===== src/rtl/weight_write_if.sv =====
// ---------------------------------------------------------------------------
// weight_write_if
//   256-bit weight stream carried from the DMA engine into weight_write.
//
//   s_data   stream beat
//   s_valid  beat valid (driven by the master)
//   s_ready  beat accepted when s_valid && s_ready (driven by the slave)
// ---------------------------------------------------------------------------
interface weight_write_if #(
    parameter int DATA_WIDTH = 256
);
    logic [DATA_WIDTH-1:0] s_data;
    logic                  s_valid;
    logic                  s_ready;

    modport master (
        output s_data,
        output s_valid,
        input  s_ready
    );

    modport slave (
        input  s_data,
        input  s_valid,
        output s_ready
    );
endinterface


===== src/rtl/weight_write.sv =====
// ---------------------------------------------------------------------------
// weight_write
//   Fills the eight weight BRAM banks from a 256-bit DMA stream, one
//   ping-pong half per load. Half 0 starts at address 0, half 1 at HALF_BASE.
//   Four loads form one layer transfer. A half is only written when its
//   half_full flag is clear; the weight reader frees halves with release_req.
//
//   clk          clock
//   rst          synchronous, active-high reset
//   start        one-cycle pulse starting a layer transfer (IDLE only)
//   layer        layer id (1..4), sampled with start
//   release_req  reader's read_done pulse; frees the oldest full half
//                (named release_req because "release" is a reserved word)
//   s            stream slave (s_data, s_valid, s_ready)
//   wr_en        one-hot bank write enable
//   addr_wr      BRAM write address
//   dout         BRAM write data, shared by all banks
//   half_full    bit h set: half h holds unread weights
//   load_done    one-cycle pulse when a half has been completely written
//   xfer_done    one-cycle pulse when the 4th load of a transfer completes
// ---------------------------------------------------------------------------
module weight_write #(
    parameter int DATA_WIDTH = 256,
    parameter int HALF_BASE  = 512
) (
    input  logic                  clk,
    input  logic                  rst,
    input  logic                  start,
    input  logic [2:0]            layer,
    input  logic                  release_req,
    weight_write_if.slave         s,
    output logic [7:0]            wr_en,
    output logic [11:0]           addr_wr,
    output logic [DATA_WIDTH-1:0] dout,
    output logic [1:0]            half_full,
    output logic                  load_done,
    output logic                  xfer_done
);

    typedef enum logic [1:0] {
        IDLE,
        CONFIG,
        FILL,
        WAIT
    } state_t;

    state_t     state_c;
    logic [2:0] layer_reg;
    logic [8:0] wpb_last;   // words per bank per load, minus one
    logic [2:0] cnt_bank;
    logic [8:0] cnt_word;
    logic [1:0] cnt_load;
    logic       wp;         // half currently being written
    logic       rp;         // oldest half the reader has not released

    logic       beat;
    logic       last_beat;
    logic       rel_eff;
    logic [1:0] half_full_nxt;
    logic [11:0] base_addr;

    assign s.s_ready = (state_c == FILL);

    assign beat      = s.s_valid && (state_c == FILL);
    assign last_beat = beat && (cnt_bank == 3'd7) && (cnt_word == wpb_last);

    // A release with no full half at rp is dropped and leaves rp alone.
    assign rel_eff   = release_req && half_full[rp];

    assign base_addr = wp ? 12'(HALF_BASE) : 12'd0;

    // Clear first, then set: if both ever hit the same half, the set wins.
    always_comb begin
        // NOTE: default assignment first so no path leaves the signal unassigned (no latch).
        half_full_nxt = half_full;
        if (rel_eff) begin
            half_full_nxt[rp] = 1'b0;
        end
        if (last_beat) begin
            half_full_nxt[wp] = 1'b1;
        end
    end

    // NOTE: sequential state uses non-blocking assignments so every register samples pre-edge values.
    always_ff @(posedge clk) begin
        if (rst) begin
            state_c   <= IDLE;
            layer_reg <= '0;
            wpb_last  <= 9'd15;
            cnt_bank  <= '0;
            cnt_word  <= '0;
            cnt_load  <= '0;
            wp        <= 1'b0;
            rp        <= 1'b0;
            half_full <= '0;
            wr_en     <= '0;
            addr_wr   <= '0;
            dout      <= '0;
            load_done <= 1'b0;
            xfer_done <= 1'b0;
        end else begin
            wr_en     <= '0;
            load_done <= 1'b0;
            xfer_done <= 1'b0;
            half_full <= half_full_nxt;

            if (rel_eff) begin
                rp <= ~rp;
            end

            // Beat i of a load lands in bank i[2:0] at word i>>3 of the half.
            if (beat) begin
                wr_en    <= 8'd1 << cnt_bank;
                addr_wr  <= base_addr + {3'b000, cnt_word};
                dout     <= s.s_data;
                cnt_bank <= cnt_bank + 3'd1;
                if (cnt_bank == 3'd7) begin
                    cnt_word <= (cnt_word == wpb_last) ? 9'd0 : cnt_word + 9'd1;
                end
            end

            unique case (state_c)
                IDLE: begin
                    // Pointers are cleared on start rather than on entry to
                    // IDLE, so the reader can still drain after xfer_done.
                    if (start) begin
                        layer_reg <= layer;
                        wp        <= 1'b0;
                        rp        <= 1'b0;
                        cnt_bank  <= '0;
                        cnt_word  <= '0;
                        cnt_load  <= '0;
                        state_c   <= CONFIG;
                    end
                end
                CONFIG: begin
                    wpb_last <= (layer_reg inside {3'd2, 3'd3, 3'd4}) ? 9'd511 : 9'd15;
                    // Half 0 may still be held by the reader from the last
                    // transfer; park in WAIT instead of overwriting it.
                    state_c  <= half_full[wp] ? WAIT : FILL;
                end
                FILL: begin
                    if (last_beat) begin
                        load_done <= 1'b1;
                        wp        <= ~wp;
                        cnt_load  <= cnt_load + 2'd1;
                        if (cnt_load == 2'd3) begin
                            xfer_done <= 1'b1;
                            state_c   <= IDLE;
                        end else begin
                            state_c   <= WAIT;
                        end
                    end
                end
                WAIT: begin
                    if (!half_full[wp]) begin
                        state_c <= FILL;
                    end
                end
                default: state_c <= IDLE;
            endcase
        end
    end

endmodule


===== src/flat_wrapper.sv =====
// flat-port wrapper written by rule: the top's interface ports become plain ports
module weight_write_flat 
#(
    parameter int DATA_WIDTH = 256,
    parameter int HALF_BASE  = 512
)
  (clk, rst, start, layer, release_req, wr_en, addr_wr, dout, half_full, load_done, xfer_done, s_s_data, s_s_valid, s_s_ready);
  weight_write_if #(.DATA_WIDTH(DATA_WIDTH)) s_i ();
  input  logic clk;
  input  logic rst;
  input  logic start;
  input  logic [2:0] layer;
  input  logic release_req;
  output logic [7:0] wr_en;
  output logic [11:0] addr_wr;
  output logic [DATA_WIDTH-1:0] dout;
  output logic [1:0] half_full;
  output logic load_done;
  output logic xfer_done;
  input wire logic [$bits(s_i.s_data)-1:0] s_s_data;
  input wire logic [$bits(s_i.s_valid)-1:0] s_s_valid;
  output wire logic [$bits(s_i.s_ready)-1:0] s_s_ready;
  assign s_i.s_data = s_s_data;
  assign s_i.s_valid = s_s_valid;
  assign s_s_ready = s_i.s_ready;
  weight_write #(.DATA_WIDTH(DATA_WIDTH), .HALF_BASE(HALF_BASE)) u_core (.clk(clk), .rst(rst), .start(start), .layer(layer), .release_req(release_req), .s(s_i), .wr_en(wr_en), .addr_wr(addr_wr), .dout(dout), .half_full(half_full), .load_done(load_done), .xfer_done(xfer_done));
endmodule

===== config.mk =====
export PLATFORM = sky130hd
export DESIGN_NAME = weight_write_flat
export DESIGN_NICKNAME = d
export VERILOG_FILES = /design/src/rtl/weight_write_if.sv /design/src/rtl/weight_write.sv /design/src/flat_wrapper.sv
export SDC_FILE = /design/constraint.sdc
export NUM_CORES = 1
export LEC_CHECK = 0
export ABC_AREA = 1
export BUFFER_PORTS_ARGS = -buffer_cell sky130_fd_sc_hd__buf_4
export CORE_AREA = 5 5 210 212
export DETAILED_ROUTE_END_ITERATION = 10
export DIE_AREA = 0 0 215 217
export PLACE_DENSITY_LB_ADDON = 0.12
export SYNTH_ARGS = -nofsm -noshare
export SYNTH_HDL_FRONTEND = slang
export SYNTH_SLANG_ARGS = --single-unit

===== constraint.sdc =====
create_clock -name clk -period 1.5 [get_ports clk]
set_input_delay 0.3 -clock clk [delete_from_list [all_inputs] [get_ports clk]]
set_output_delay 0.3 -clock clk [all_outputs]
set_load 0.005 [all_outputs]

After elaboration in Yosys (flattened, before gate mapping)

Cells that the tools add are included.

Register bits: 310

Add/subtract/negate cells: 4
Order comparisons: 4
Equal/unequal tests: 12
Shifts and indexed selects: 1
Mux-type cells: 37
Bitwise logic cells: 8
Reduce and logical (&&, ||, !) cells: 15

Operators by type and width:

| kind                                                | number |
|---|---|
| 2-to-1 mux 9 bit                                    | 6 |
| 2-to-1 mux 2 bit                                    | 8 |
| 2-to-1 mux 1 bit                                    | 14 |
| adder 12 x 9 -> 12 bit                              | 1 |
| 2-to-1 mux 10 bit                                   | 1 |
| adder 9 x 1 -> 9 bit, second input constant         | 1 |
| equality test 9 bit                                 | 1 |
| 2-to-1 mux 3 bit                                    | 3 |
| case mux 2 bit (4 select lines)                     | 1 |
| << shifter 1 x 3 -> 8 bit, first input constant     | 1 |
| equality test 2 bit, second input constant          | 3 |
| equality test 3 x 2 -> 1 bit, second input constant | 2 |
| equality test 3 bit, second input constant          | 2 |
| logical AND 1 bit                                   | 6 |
| AND reduction 3 bit                                 | 2 |
| inverter 1 bit                                      | 5 |
| < comparator 1 x 2 -> 1 bit, second input constant  | 2 |
| != test 2 bit, second input constant                | 2 |
| case mux 2 bit (2 select lines)                     | 1 |
| OR reduction 2 bit                                  | 2 |
| adder 3 x 1 -> 3 bit, second input constant         | 1 |
| nonzero test 3 bit                                  | 1 |
| OR reduction 3 bit                                  | 1 |
| adder 2 x 1 -> 2 bit, second input constant         | 1 |
| other kinds (11)                                    | 13 |

Logic depth before layout (Yosys ltp)

Word-level depth: 9
Gate-level depth with buffers: 10
Mapped depth without buffers: 10

Worst setup path before layout

Ideal clock, no wire load.

Kind: register -> register
Start point: register u_core.cnt_bank[0]
End point: register u_core.half_full[1]
Library setup time: 0.059 ns
Arrival time: 1.446 ns
Data required time: 1.441 ns
Setup slack: -0.005 ns
Stages on the path, launching flop included: 11
Period minus slack after synthesis: 1.505 ns
Cells stage by stage: dfxtp_1 -> ha_1 -> ha_1 -> nand4_1 -> nor2_1 -> nand2_1 -> inv_1 -> nand2_1 -> inv_1 -> nand2_1 -> nand2_1

Longest elaborated chain between the ends: 4

Ends and longest elaborated chain:

| what                           | RTL line            | RTL |
|---|---|---|
| start, declared                | weight_write.sv:50  | `logic [2:0] cnt_bank;` |
| start signal, assigned         | weight_write.sv:116 | `cnt_bank <= cnt_bank + 3'd1;` |
| equality test 3 bit            | weight_write.sv:65  | `assign last_beat = beat && (cnt_bank == 3'd7) && (cnt_word == wpb_last);` |
| logical AND 1 bit (2 in a row) | weight_write.sv:65  |  |
| 2-to-1 mux 2 bit               | weight_write.sv:79  | `if (last_beat) begin` |
| end signal, assigned           | weight_write.sv:105 | `half_full <= half_full_nxt;` |
| end, declared                  | weight_write.sv:35  | `output logic [1:0] half_full,` |

No other way between the ends.
A chain may end at the register's enable or synchronous reset.

Worst setup path after layout

Start point: register u_core.state_c[1]
End point: output port s_s_ready

Longest elaborated chain between the ends: 1

Ends and longest elaborated chain:

| what                   | RTL line            | RTL |
|---|---|---|
| start, declared        | weight_write.sv:47  | `state_t state_c;` |
| start signal, assigned | weight_write.sv:140 | `state_c <= half_full[wp] ? WAIT : FILL;` |
| equality test 2 bit    | weight_write.sv:62  | `assign s.s_ready = (state_c == FILL);` |
| end, declared          | flat_wrapper.sv:22  | `output wire logic [$bits(s_i.s_ready)-1:0] s_s_ready;` |

No other way between the ends.

==> flow_summary.toml <==
[outcome]
status = "complete, but fails checks"
failed_checks = "setup timing"

[cts]
clock_sinks = 300
clkTransAtPathRegs_ns = 0.06
clock_latency_ns = 0.54
root_buffer = "clkbuf_16"
clk_path_buf_depth = 3
htreeDepth = 2
cts_tree = "yes"
cts_made_buffers = 37

[routing]
wl_met3_mm = 3.91
wl_met2_mm = 22.2
drtIter0Drc = 574
dr.pass1.iters = 5
highest_layer = "met4"
drc = 0
routedWlPerCell_um = 17.1
avgViaCountPerCell = 4.39
vias = 11700
drt-met1-wl_mm = 18.4
drt_wl_total_mm = 45.5
ant_nets = 0

[finish]
reg_top3 = "u_core.dout (256), u_core.addr_wr (10), u_core.cnt_word (9)"
stdcell_count = 2666
layout-drive-gt1-share_pct = 35.4
largest_reg_flops = 256
syn2layout_area_growth_pct = 83.3
largest_register = "u_core.dout"
multiInputGateArea_mm2 = 0.00424
seq_area_mm2 = 0.00601
diodes = 0
final_nets = 2371
fillCellCount = 4086
fin_util_pct = 46.2

[sta]
finalCriticalPeriod_ns = 1.51
worstMarginPinSlew_ns = 0.503
post-route-period-util_pct = 100
tns_ns = -0.00671
finalMaxSlewViolations = 0
max_freq_ghz = 0.664
clock_skew_ns = 0.0221
setup_viol = 1
final.setup.worst_slack_ns = -0.00671
finalHoldViolations = 0
relSlewSlack_pct = 66.5
rsz0062_at_grt = "true"

[yosys]
yosysSeqAreaShare_pct = 57.0
synth_mux_area_share_pct = 0
synth-edff-count = 0
synth_top_cell_by_area = "dfxtp_1"
synth_area_per_cell_um2 = 7.84
synth_common_cells = "557 x nand2_1, 300 x dfxtp_1, 280 x a21oi_1"
synth_top_cell_area_share_pct = 57.0
synth_compound_area_share_pct = 14.4
ys.flop_type = "dfxtp_1"
synthSimpleGateAreaFrac_pct = 22.2
synth_top_family_by_area = "simple AND/OR/NAND/NOR gates"
synth_most_common_cell = "nand2_1"
synthCells = 1343
ys_seq_elements = 300
async_reset_ff_share_pct = 0
syn_area_mm2 = 0.0105
synthXorXnorAreaFrac_pct = 0.166
synthAdderAreaFrac_pct = 0.831
yosys.cell_types.count = 25
ys_warn_count = 0
synth_area_leaders = "dfxtp_1 57%, nand2_1 20%, a21oi_1 13%"

[job]
drv_cap = 0

[power_and_ir_drop]
power_mw = 20.8
switchingPower_mw = 5.19
pwr-share-seq_pct = 41.0
power.share.switching_pct = 24.9
p_leak_nw = 8.10
power_density_mw_per_mm2 = 1080
irDropWorstVdd_mv = 0.830
p_clk_share_pct = 43.2
pwr-share-comb_pct = 15.8
intPower_mw = 15.6

[floorplanning]
die_w_um = 215
coreArea_mm2 = 0.0418
ios = 545
initial_core_util_pct = 25.2
die_h_um = 217
dieArea_mm2 = 0.0467
rows = 75

[global_route]
grt_max_degree = 95
grt_pass1_wl_mm = 67.2
track_usage_pct = 17.8
grt.overflow.total = 0
grt_pass1_vias = 11600
antenna_found_initial = 0

[critical_path]
path_class = "flop to output pin"
cp_max_fo = 2
arrival_ns = 1.21
crit_start = "u_core.state_c[1]"
cp-start-kind = "flop"
reg2reg_slack_ns = 0
reg2reg_to = "u_core.cnt_word[1]"
r2r_start = "u_core.cnt_bank[0]"
endpoint_kind = "output pin"
reg2regPathDepth = 9
crit_end = "s_s_ready"
crit_required_ns = 1.20

[worst_hold_path]
hold_class = "input pin to flop"

[place]
gp_congestion = 0.794
dp_slack_ns = -0.128
post-dp-hpwl_mm = 31.4
port-buffer-count = 542
place_inst = 2386
==> power by group through the flow <==
stage	Sequential (mW)	Clock [mW]	Combinational, mW
final	8.54	9.00	3.28
after global routing	8.58	9.65	3.56
after CTS	8.54	9.31	3.09
after detailed placement	8.70	0	2.60
after global placement	8.69	0	2.60
after floorplan	8.72	0	0.984
==> cells by family (layout without fill, tap and decap cells) <==
group	Yosys count	count (layout)
other	1	2
AOI/OAI and AO/OA	301	301
xor gates and xnor gates	2	2
adders and majority gates	7	7
and+or+nand+nor	612	612
buffers and inverters	120	903
DFF	300	300
==> worst min-delay path by stage <==
stage                   startpoint             endpoint  slack, ns  cells after the start
5_1_grt              s_s_data[205]     u_core.dout[205]       0.01                      3
4_1_cts              s_s_data[139]     u_core.dout[139]     0.0003                      3
6_report             s_s_data[139]     u_core.dout[139]       0.04                      3
3_5_place_dp    u_core.cnt_load[0]   u_core.cnt_load[0]       0.45                      1
3_3_place_gp   u_core.layer_reg[0]  u_core.layer_reg[0]       0.45                      2
2_1_floorplan   u_core.cnt_load[0]   u_core.cnt_load[0]       0.43                      1
==> area by class of cell <==
type,count,area share (%)
Timing Repair Buffer,809,36.4
Multi-Input combinational cell,924,22.0
Clock buffer,52,5.72
Tap cell,539,3.49
Sequential cell,300,31.1
Clock inverter,14,0.680
Inverter,28,0.648
==> metal layers <==
| metal | GRT usage [%] | vias up |
|---|---|---|
| met5 | 0 | - |
| met4 | 5.21 | 0 |
| met3 | 6.60 | 56 |
| met2 | 30.4 | 391 |
| met1 | 21.0 | 5421 |
| li1 | - | 5827 |
==> layout by cell type, fill, tap and decap left out, drive strengths merged <==
master / synthesis / routed
or2: 1 / 1
clkbuf: 55 / 59
a211oi: 1 / 1
o21ai: 18 / 18
conb: 1 / 2
nand2: 558 / 558
nand3: 12 / 12
nor2: 33 / 33
nor3b: 1 / 1
a21oi: 280 / 280
buf: 37 / 610
xor2: 2 / 2
o22ai: 1 / 1
nand4: 4 / 4
bufinv: 0 / 2
inv: 28 / 29
dlygate4sd3: 0 / 192
o21a: 1 / 1
nor3: 3 / 3
dfxtp: 300 / 300
clkinv: 0 / 11
ha: 7 / 7
==> per-stage QoR <==
stage	hold slack, ns	cell area [um^2]
finish	0.0376	19300
floorplan	0.429	10500
global route	0.0110	19300
global placement	0.447	15500
detailed placement	0.454	15500
CTS	0.000332	18800
==> critical path, stage by stage, from the launching register on <==
cell and delay (ns):
dfxtp_2 0.33, inv_2 0.05, nor2_4 0.09, buf_6 0.11, buf_6 0.09
==> timing repair <==
action,4_1_cts,5_1_grt
resized for setup,22,85
pin swaps,9,61
cloned,0,6
hold buffers,192,0
endpoints found under the hold margin,192,0
setup buffers,5,11
setup endpoints to repair,17,220
(Power assumes the default switching activity.)
